**config.mk**
```make
export PLATFORM = sky130hd
export DESIGN_NAME = vga_layer_renderer
export DESIGN_NICKNAME = d
export VERILOG_FILES = /design/src/rtl/vga_layer_renderer.sv
export SDC_FILE = /design/constraint.sdc
export NUM_CORES = 1
export LEC_CHECK = 0
export ABC_AREA = 1
export CORE_MARGIN = 5
export CORE_UTILIZATION = 30
export CTS_BUF_LIST = sky130_fd_sc_hd__clkbuf_8
export DETAILED_ROUTE_END_ITERATION = 7
export PLACE_DENSITY_LB_ADDON = 0.08
export SYNTH_ARGS = -nofsm -noshare
export SYNTH_HDL_FRONTEND = slang
export SYNTH_SLANG_ARGS = --single-unit
```
**constraint.sdc**
```tcl
create_clock -name clk -period 4 [get_ports clk]
set_input_delay 0.4 -clock clk [delete_from_list [all_inputs] [get_ports clk]]
set_output_delay 0.4 -clock clk [all_outputs]
set_load 0.005 [all_outputs]
```
**src/rtl/vga_layer_renderer.sv**
```systemverilog
// vga_layer_renderer: 2-stage pixel renderer (border > player > obstacle > background) with frame-latched scene and overlap flag.
// Optional VGA_PAUSE_BLINK_EN: blink the player while paused.
module vga_layer_renderer #(
  parameter int N_OBS       = 10,
  parameter int PLAYER_X    = 160,
  parameter int PLAYER_SIZE = 40,
  parameter int UPPER_BOUND = 20,
  parameter int LOWER_BOUND = 460,
  parameter int BLINK_LOG2  = 4
) (
  input  logic                clk,
  input  logic                rst_n,
  input  logic                pix_valid,
  input  logic [9:0]          pix_x,
  input  logic [8:0]          pix_y,
  input  logic                frame_start,
  input  logic [1:0]          gamemode,
  input  logic [8:0]          player_y,
  input  logic [N_OBS*20-1:0] obstacle_x,
  input  logic [N_OBS*18-1:0] obstacle_y,
  output logic [11:0]         rgb,
  output logic                rgb_valid,
  output logic                collision
);
  localparam logic [9:0] PX_LO = 10'(PLAYER_X);
  localparam logic [9:0] PX_HI = 10'(PLAYER_X + PLAYER_SIZE);
  localparam logic [9:0] PSZ   = 10'(PLAYER_SIZE);
  localparam logic [8:0] Y_UB  = 9'(UPPER_BOUND);
  localparam logic [8:0] Y_LB  = 9'(LOWER_BOUND);
  logic [1:0]          sh_mode;
  logic [8:0]          sh_py;
  logic [N_OBS*20-1:0] sh_ox;
  logic [N_OBS*18-1:0] sh_oy;
  logic [9:0]          py_end;
  logic                border_c, player_c, obs_c, hide_c, hit;
  logic                v1, border1, pl1, obs1, hide1;
  logic [1:0]          mode1;
  logic                acc, draw;
  logic [11:0]         bg, rgb_nxt;
  always_ff @(posedge clk or negedge rst_n)
    if (!rst_n) begin
      sh_mode <= '0;
      sh_py   <= '0;
      sh_ox   <= '0;
      sh_oy   <= '0;
    end else if (frame_start) begin
      sh_mode <= gamemode;
      sh_py   <= player_y;
      sh_ox   <= obstacle_x;
      sh_oy   <= obstacle_y;
    end
  // player bottom edge is widened to 10 bits so it never wraps past row 511
  assign py_end = {1'b0, sh_py} + PSZ;
  always_comb begin
    border_c = pix_y <= Y_UB || pix_y >= Y_LB;
    player_c = pix_x >= PX_LO && pix_x < PX_HI && pix_y >= sh_py && {1'b0, pix_y} < py_end;
    obs_c = 1'b0;
    for (int i = 0; i < N_OBS; i++)
      obs_c = obs_c | (pix_x >= sh_ox[i*20+10 +: 10] && pix_x < sh_ox[i*20 +: 10] &&
                       pix_y >= sh_oy[i*18+9 +: 9] && pix_y < sh_oy[i*18 +: 9]);
  end
`ifdef VGA_PAUSE_BLINK_EN
  logic [BLINK_LOG2:0] frame_cnt;
  always_ff @(posedge clk or negedge rst_n)
    if (!rst_n) frame_cnt <= '0;
    else if (frame_start) frame_cnt <= frame_cnt + 1'b1;
  assign hide_c = sh_mode == 2'b10 && frame_cnt[BLINK_LOG2];
`else
  assign hide_c = 1'b0;
`endif
  always_ff @(posedge clk or negedge rst_n)
    if (!rst_n) begin
      v1      <= 1'b0;
      border1 <= 1'b0;
      pl1     <= 1'b0;
      obs1    <= 1'b0;
      hide1   <= 1'b0;
      mode1   <= '0;
    end else begin
      v1      <= pix_valid;
      border1 <= border_c;
      pl1     <= player_c;
      obs1    <= obs_c;
      hide1   <= hide_c;
      mode1   <= sh_mode;
    end
  // overlap uses the raw player shape: a blinked-out player still collides
  assign hit = v1 && pl1 && obs1 && sh_mode == 2'b01;
  always_ff @(posedge clk or negedge rst_n)
    if (!rst_n) begin
      acc       <= 1'b0;
      collision <= 1'b0;
    end else if (frame_start) begin
      collision <= acc | hit;
      acc       <= 1'b0;
    end else begin
      acc       <= acc | hit;
    end
  assign draw    = mode1 != 2'b00;
  assign bg      = mode1 == 2'b00 ? 12'h0F0 : mode1 == 2'b01 ? 12'hFFF : mode1 == 2'b10 ? 12'hFF0 : 12'hF00;
  assign rgb_nxt = !v1 || border1 ? 12'h000 : draw && pl1 && !hide1 ? 12'h00F : draw && obs1 ? 12'hFA0 : bg;
  always_ff @(posedge clk or negedge rst_n)
    if (!rst_n) begin
      rgb       <= '0;
      rgb_valid <= 1'b0;
    end else begin
      rgb       <= rgb_nxt;
      rgb_valid <= v1;
    end
endmodule

```
Word level (Yosys, flattened, before mapping):

Cells that the tools add are included.

* word-level logic and storage cells: 123
* register bits: 412

* reductions and logical operators: 43
* muxes and demuxes: 7
* eq/ne operators: 3
* add/sub/neg operators: 1
* bitwise logic cells: 10
* order comparisons: 46

Operator list (count)
* $ge A10 B10 Y1: 10
* $lt A10 B10 Y1: 10
* $ge A9 B9 Y1: 11
* $lt A9 B9 Y1: 10
* $mux W12: 4
* $logic_and A1 B1 Y1: 38
* $mux W8: 2
* $add A9 B6 Y10 const B: 1
* $ge A10 B8 Y1 const B: 1
* $lt A10 B8 Y1 const B: 1
* $lt A9 B10 Y1: 1
* $or A1 B1 Y1: 10
* $ge A9 B9 Y1 const B: 1
* $le A9 B5 Y1 const B: 1
* $eq A2 B1 Y1 const B: 2
* $eq A2 B2 Y1 const B: 1
* $logic_not A2 Y1: 1
* $logic_or A1 B1 Y1: 2
* $reduce_bool A2 Y1: 1
* $logic_not A1 Y1: 1
* $mux W1: 1

Depth between registers and ports, before layout:

Gate-level depths: netlist of the first run.

* word-level depth: 13
* mapped depth: 13
* mapped depth without buffers: 13

Worst setup path before layout of the first run:

OpenSTA, ideal clock, no wires.

* kind: flip-flop to flip-flop
* start point: register sh_py[3]
* end point: register pl1
* path buffers: 0
* arrival: 1804 ps
* setup slack: 2124 ps
* data required time: 3928 ps
* setup time: 72 ps
* stages on the path, launching flop included: 11
* path through: dfrtp_1 > ha_1 > or2_1 > nand2_1 > xor2_1 > ha_1 > a21oi_1 > nor2_1 > a211oi_1 > o41ai_1 > nor2_1

* word-level cells in the longest chain between the ends: 3
* elaborated cells on any way between the ends: 5
* classes of those cells: 1 x add/sub; 2 x order compare; 2 x reduce/logical

Ends and longest elaborated chain
* from (decl): RTL line 31 `logic [8:0] sh_py;`
* from (signal assigned): RTL line 48 `sh_py <= player_y;`
* $add A9 B6 Y10 or $ge A9 B9 Y1 (tied branches): RTL line 53, 56
* $lt A9 B10 Y1 or $logic_and A1 B1 Y1 (tied branches): RTL line 56 `player_c = pix_x >= PX_LO && pix_x < PX_HI && pix_y >= sh_py && {1'b0, pix_y} < py_end;`
* $logic_and A1 B1 Y1 *: RTL line 56
* net player_c: RTL line 35 `logic border_c, player_c, obs_c, hide_c, hit;`
* to (signal assigned): RTL line 82 `pl1 <= player_c;`
* to (decl): RTL line 36 `logic v1, border1, pl1, obs1, hide1;`

The timed path passes the listed nets; every way through them passes the cells marked *.
A chain may end at the register's enable or synchronous reset.

Worst setup path in the final report of the first run:

* start point: input pix_y[0]
* end point: register obs1

* word-level cells in the longest chain between the ends: 12
* elaborated cells on any way between the ends: 49
* classes of those cells: 20 x order compare; 9 x bitwise; 20 x reduce/logical

Ends and longest elaborated chain
* from (decl): RTL line 15 `input logic [8:0] pix_y,`
* $ge A9 B9 Y1: RTL line 60 `pix_y >= sh_oy[i*18+9 +: 9] && pix_y < sh_oy[i*18 +: 9]);`
* $logic_and A1 B1 Y1: RTL line 59 `obs_c = obs_c | (pix_x >= sh_ox[i*20+10 +: 10] && pix_x < sh_ox[i*20 +: 10] &&`
* $logic_and A1 B1 Y1: RTL line 60
* $or A1 B1 Y1 (8 in series): RTL line 59
* $or A1 B1 Y1 *: RTL line 59
* net obs_c: RTL line 35
* to (signal assigned): RTL line 83 `obs1 <= obs_c;`
* to (decl): RTL line 36

Marks and branches as above.

==> results.json, run 1 <==
{
  "status": "completed",
  "layout_commonest_cell": "nand2_1",
  "fin_crit_sh": 0.596,
  "worst_pin_slew_ps": 1120,
  "wl_um": 84500,
  "die_y_um": 298,
  "initial_core_util": 0.302,
  "syn-num-nets": 3842,
  "crit_path_top_delay_cell": "inv_1",
  "peakVddDrop_mv": 0.185,
  "top_level_ports": 428,
  "design_area_um2": 31600,
  "syn_area_um2": 24800,
  "start_kind": "input pin",
  "core_area_um2": 82100,
  "slew_violations": 0,
  "ys_ff_latch": 404,
  "nNetsFinal": 4275,
  "clock-sinks": 404,
  "drv_cap": 0,
  "mostFrequentLayoutCells": "873 x nand2_1, 475 x inv_1, 408 x clkdlybuf4s50_1",
  "fin_util": 0.385,
  "fmax_mhz": 419,
  "vias_per_cell": 4.56,
  "skew_ps": 26.7,
  "worst_path_dominant_cell_family": "buffers and inverters",
  "arrival_ps": 2900,
  "root_buffer": "clkbuf_8",
  "yosysWarnings": 0,
  "firstDrtPassIters": 5,
  "cts_setup_buffers": 0,
  "pre_cts_ws_ps": 861,
  "grt_overflow": 0,
  "critical_path.endpoint_type": "flip-flop",
  "synth_cells": 3052,
  "path_clk_slew_ps": 50,
  "grt_max_degree": 233,
  "cts_max_path_buffers": 3,
  "drc_errors": 0,
  "synthToLayoutAreaGrowth_pct": 27.4,
  "die_x_um": 298,
  "dieArea_um2": 88600,
  "setup_viol": 0,
  "min_period_ps": 2390,
  "cp_num_buf_inv": 3,
  "worst_hold_path_type": "in -> reg",
  "drtIter0Drc": 968,
  "syn_area_per_cell_um2": 8.13,
  "fin_setup_tns_ps": 0,
  "ys_seq_area_frac": 0.407,
  "drive_gt1_frac": 0.0468,
  "io_buffers": 427,
  "critPathMaxStageDelay_ps": 600,
  "worst_hold_slack_ps": 126,
  "grt_pass1_vias": 22200,
  "grt_usage": 0.188,
  "ff2ff_setup_slack_ps": 1830,
  "power.leakage_nw": 16.0,
  "required_ps": 4520,
  "ys_types": 33,
  "cpMostUsedCell": "nand4_1",
  "placed_area_um2": 29900,
  "critPathMaxFanout": 14,
  "htree_levels": 3,
  "fin_ws_ps": 1610,
  "row_count": 105,
  "hold_viol": 0,
  "hpwl_um": 61100,
  "worst-setup-path-type": "in -> reg",
  "avgRoutedWirePerCell_um": 18.3,
  "clk_latency_ps": 660,
  "slew_headroom": 0.256,
  "grt_pass1_wl_um": 130000,
  "antenna_found_initial": 12,
  "p_per_area_nw_per_um2": 370,
  "gp_congestion": 0.814,
  "tritoncts": "yes",
  "worstPathCellList": "clkdlybuf4s50_1 -> buf_4 -> inv_1 -> ha_1 -> nand2_1 -> nor2_1 -> nand3_1 -> nand4_1 -> nand4_1 -> nand3_1 -> nor2_1 -> nand4_1",
  "cts-buffers-inserted": 80,
  "rsz0062_at_grt": "no",
  "postRouteAntennaNets": 0,
  "vias": 21100
}
## worst min-delay path, stage by stage
cell and delay [ps]:
buf_8 180, nand2_1 90, o21ai_0 70
## cells by family after synthesis
family	count (synthesis)	share of synthesized area
AOI/OAI and AO/OA	575	0.123
xor gates and xnor gates	4	0.00141
adders and majority gates	376	0.190
buffers and inverters	551	0.0970
DFF	404	0.407
and+or+nand+nor	1142	0.182
## layout make-up
cell class,instances,area (um^2)
tap,1070,1340
inverter,455,1710
clock buffer,109,1500
antenna,7,17.5
timing repair buffer,447,4440
multi-input combinational,2097,12300
clock inverter,38,210
sequential,404,10100
fill,8429,50500
## what timing repair did
| item | 4_1_cts | 5_1_grt |
|---|---|---|
| hold endpoints to repair | 70 | 0 |
| setup endpoints to repair | 0 | 0 |
| gates resized for setup | 0 | 0 |
| hold buffers | 1 | 0 |
## metal layers
metal  wire, um  track usage
met1      39100        0.251
met2      38600        0.307
met3       4840       0.0470
met4       1880       0.0444
met5         49            0
## sequential cells by signal, summed over array words and instances, names as in the netlist, 2 cells and up
name / cells
sh_oy: 180
mode1: 2
sh_mode: 2
sh_py: 9
rgb: 4
sh_ox: 200
## path summary, 6_finish.rpt
kind	from	to	cells after the start
worst min register to register	sh_mode[0]$_DFFE_PN0P_	mode1[0]$_DFF_PN0_	0
worst min-delay path	frame_start	sh_oy[114]$_DFFE_PN0P_	3
worst max register to register	sh_py[3]$_DFFE_PN0P_	pl1$_DFF_PN0_	10
worst max-delay path	pix_y[0]	obs1$_DFF_PN0_	12
max in group asynchronous	rst_n	pl1$_DFF_PN0_	3
min in group asynchronous	rst_n	sh_ox[87]$_DFFE_PN0P_	2
## report_power, final
group          internal, mW  leakage (nW)  switching, mW  total [mW]
clock network          2.50         0.970           1.99        4.49
registers              4.45          4.92          0.125        4.58
logic                  1.10          10.1           1.53        2.63
total                  8.06          16.0           3.65        11.7
## cells in the mapped netlist
master / count / area share
o211ai_1: 6 / 0.0018
nor2_1: 179 / 0.027
o2111a_1: 1 / 0.00045
o31ai_1: 2 / 0.00060
nor3_1: 3 / 0.00060
nand3b_1: 12 / 0.0036
nor4_1: 1 / 0.00025
a21o_1: 25 / 0.0076
ha_1: 376 / 0.19
o21ai_1: 99 / 0.020
a21oi_1: 132 / 0.027
o2111ai_1: 2 / 0.00071
buf_2: 9 / 0.0018
buf_6: 36 / 0.016
nand3_1: 19 / 0.0038
o21a_1: 19 / 0.0057
inv_1: 455 / 0.069
o21ai_0: 276 / 0.056
xor2_1: 4 / 0.0014
a211o_1: 1 / 0.00035
nor3b_1: 1 / 0.00030
nand4_2: 1 / 0.00050
a211oi_1: 4 / 0.0012
dfrtp_1: 404 / 0.41
or2_1: 1 / 0.00025
a31oi_1: 2 / 0.00050
clkbuf_1: 36 / 0.0054
nand2_1: 873 / 0.13
buf_4: 15 / 0.0045
or3_1: 1 / 0.00025
o41ai_1: 1 / 0.00035
nand4_1: 51 / 0.013
o21bai_1: 5 / 0.0015
## per-stage QoR
step	power (mW)	instances
6_report	11.7	4627
5_1_grt	12.5	4621
4_1_cts	12.0	4620
3_5_place_dp	7.32	4472
3_3_place_gp	7.26	4472
2_1_floorplan	6.12	3052
Power figures use the tool's default switching activity.
==> run 2, diff against run 1 <==
Clock period 4 ns to 2.2 ns, I/O delays scaled along.
==> run 2 against run 1 <==
Effect of this change:
- clock skew decreased by 0.50 ps
- critical endpoint is now pl1$_DFF_PN0_
- critical path depth decreased by 2
- largest power group unchanged
- clock power increased by 78%
- non-clock buffer count increased by 84
- cell count increased by 1.8%
- first-iteration DRC count increased by 2.3%
- via count increased by 1.8%
==> results.json, run 2 (synthesis results as in run 1) <==
{
  "worst_hold_slack_ps": 104,
  "cts_setup_buffers": 0,
  "grt_overflow": 0,
  "grt_pass1_wl_um": 130000,
  "cts-buffers-inserted": 81,
  "skew_ps": 26.2,
  "drc_errors": 0,
  "peakVddDrop_mv": 0.389,
  "fillers": 8419,
  "die_x_um": 298,
  "htree_levels": 3,
  "layoutNonFillerInstCount": 4709,
  "vias_per_cell": 4.56,
  "grt_max_degree": 169,
  "cp_num_buf_inv": 0,
  "clk_latency_ps": 670,
  "cts_max_path_buffers": 3,
  "post-place-cells": 4554,
  "wirelength_met1_um": 39500,
  "top_regs": "sh_ox x200, sh_oy x180, sh_py x9",
  "drtIter0Drc": 990,
  "postRouteAntennaNets": 0,
  "worst_pin_slew_ps": 688,
  "status": "completed",
  "firstDrtPassIters": 5,
  "fmax_mhz": 481,
  "dieArea_um2": 88600,
  "p_per_area_nw_per_um2": 658,
  "top_level_ports": 428,
  "grt_usage": 0.188,
  "fin_util": 0.396,
  "grt_pass1_vias": 22700,
  "gp_congestion": 0.847,
  "antenna_found_initial": 14,
  "worstPathCellList": "ha_1 -> or2_1 -> nand2_1 -> xor2_1 -> ha_1 -> a21oi_1 -> nor2_1 -> a211oi_2 -> o41ai_1 -> nor2_1",
  "required_ps": 2750,
  "critPathMaxStageDelay_ps": 390,
  "slew_violations": 0,
  "rsz0062_at_grt": "yes",
  "dr.max_layer_used": "met5",
  "start_kind": "flip-flop",
  "layout_commonest_cell": "nand2_1",
  "crit_path_top_delay_cell": "dfrtp_1",
  "worst_hold_path_type": "in -> reg",
  "clock-sinks": 404,
  "design_area_um2": 32500,
  "power.leakage_nw": 16.5,
  "avgRoutedWirePerCell_um": 18.2,
  "mostFrequentLayoutCells": "872 x nand2_1, 480 x inv_1, 408 x clkdlybuf4s50_1",
  "initial_core_util": 0.302,
  "setup_viol": 0,
  "worst-setup-path-type": "reg -> reg",
  "placed_area_um2": 30700,
  "met3_length_um": 4670,
  "wl_met2_um": 38600,
  "tritoncts": "yes",
  "regMostFlops": "sh_ox",
  "root_buffer": "clkbuf_8",
  "row_count": 105,
  "synthToLayoutAreaGrowth_pct": 30.9,
  "arrival_ps": 2630,
  "die_y_um": 298,
  "fin_crit_sh": 0.944,
  "io_buffers": 427,
  "hold_viol": 0,
  "ff2ff_setup_slack_ps": 120,
  "vias": 21500,
  "critical_path.endpoint_type": "flip-flop",
  "drive_gt1_frac": 0.0675,
  "largest_reg_flops": 200,
  "hpwl_um": 65000,
  "worst_path_dominant_cell_family": "simple AND/OR/NAND/NOR gates",
  "wl_um": 85600,
  "critPathMaxFanout": 2,
  "slew_headroom": 0.541,
  "nNetsFinal": 4360,
  "path_clk_slew_ps": 60,
  "min_period_ps": 2080,
  "fin_ws_ps": 123,
  "pre_cts_ws_ps": -389,
  "core_area_um2": 82100,
  "drv_cap": 0
}
## run 2: cell count changes in the layout (fill, tap and decap cells not counted), sizes merged
cell | before | now
buf | 38 | 120
bufinv | 1 | 2
clkbuf | 109 | 104
clkinv | 12 | 9
clkinvlp | 2 | 3
dlygate4sd3 | 1 | 3
inv | 478 | 482
## run 2: final cells by class
cell class / instances / area (um^2) / share of cell area
Timing Repair Buffer: 531 / 5310 / 0.164
Sequential cell: 404 / 10100 / 0.311
Antenna cell: 7 / 17.5 / 0.000539
Inverter: 455 / 1710 / 0.0526
Clock buffer: 104 / 1430 / 0.0441
Clock inverter: 41 / 243 / 0.00747
Multi-Input combinational cell: 2097 / 12300 / 0.379
Tap cell: 1070 / 1340 / 0.0412
## run 2: worst min-delay path: stages
cell and delay [ps]:
clkdlybuf4s50_1 390, nand2_1 60, nand2_1 50
## run 2: routing by layer
metal	GRT usage	vias to the layer above
met5	0	-
met4	0.0603	6
met3	0.0435	136
met2	0.306	464
met1	0.250	10000
li1	-	10900
## run 2: metrics by stage
step,power (mW),TNS (ps)
floorplan,11.1,0
global placement,13.4,-367
detailed placement,13.5,-389
CTS,21.8,0
global route,22.8,-68.4
finish,21.4,0
## run 2: final timing paths
| path | to | start | depth (start not counted) |
|---|---|---|---|
| min in group asynchronous | sh_ox[102]$_DFFE_PN0P_ | rst_n | 2 |
| max reg2reg | pl1$_DFF_PN0_ | sh_py[4]$_DFFE_PN0P_ | 10 |
| min reg2reg | mode1[0]$_DFF_PN0_ | sh_mode[0]$_DFFE_PN0P_ | 0 |
| max | pl1$_DFF_PN0_ | sh_py[4]$_DFFE_PN0P_ | 10 |
| min | sh_mode[1]$_DFFE_PN0P_ | gamemode[1] | 3 |
| max in group asynchronous | sh_ox[4]$_DFFE_PN0P_ | rst_n | 3 |
## run 2: report_power, final
group | switching (mW) | internal [mW]
combinational | 2.85 | 2.19
sequential | 0.227 | 8.10
clock | 3.52 | 4.47
## run 2: repair_timing
item                                   CTS  global route
setup endpoints to repair                0             2
gates resized for setup                  0             5
hold buffers                             3             0
endpoints found under the hold margin  251             0
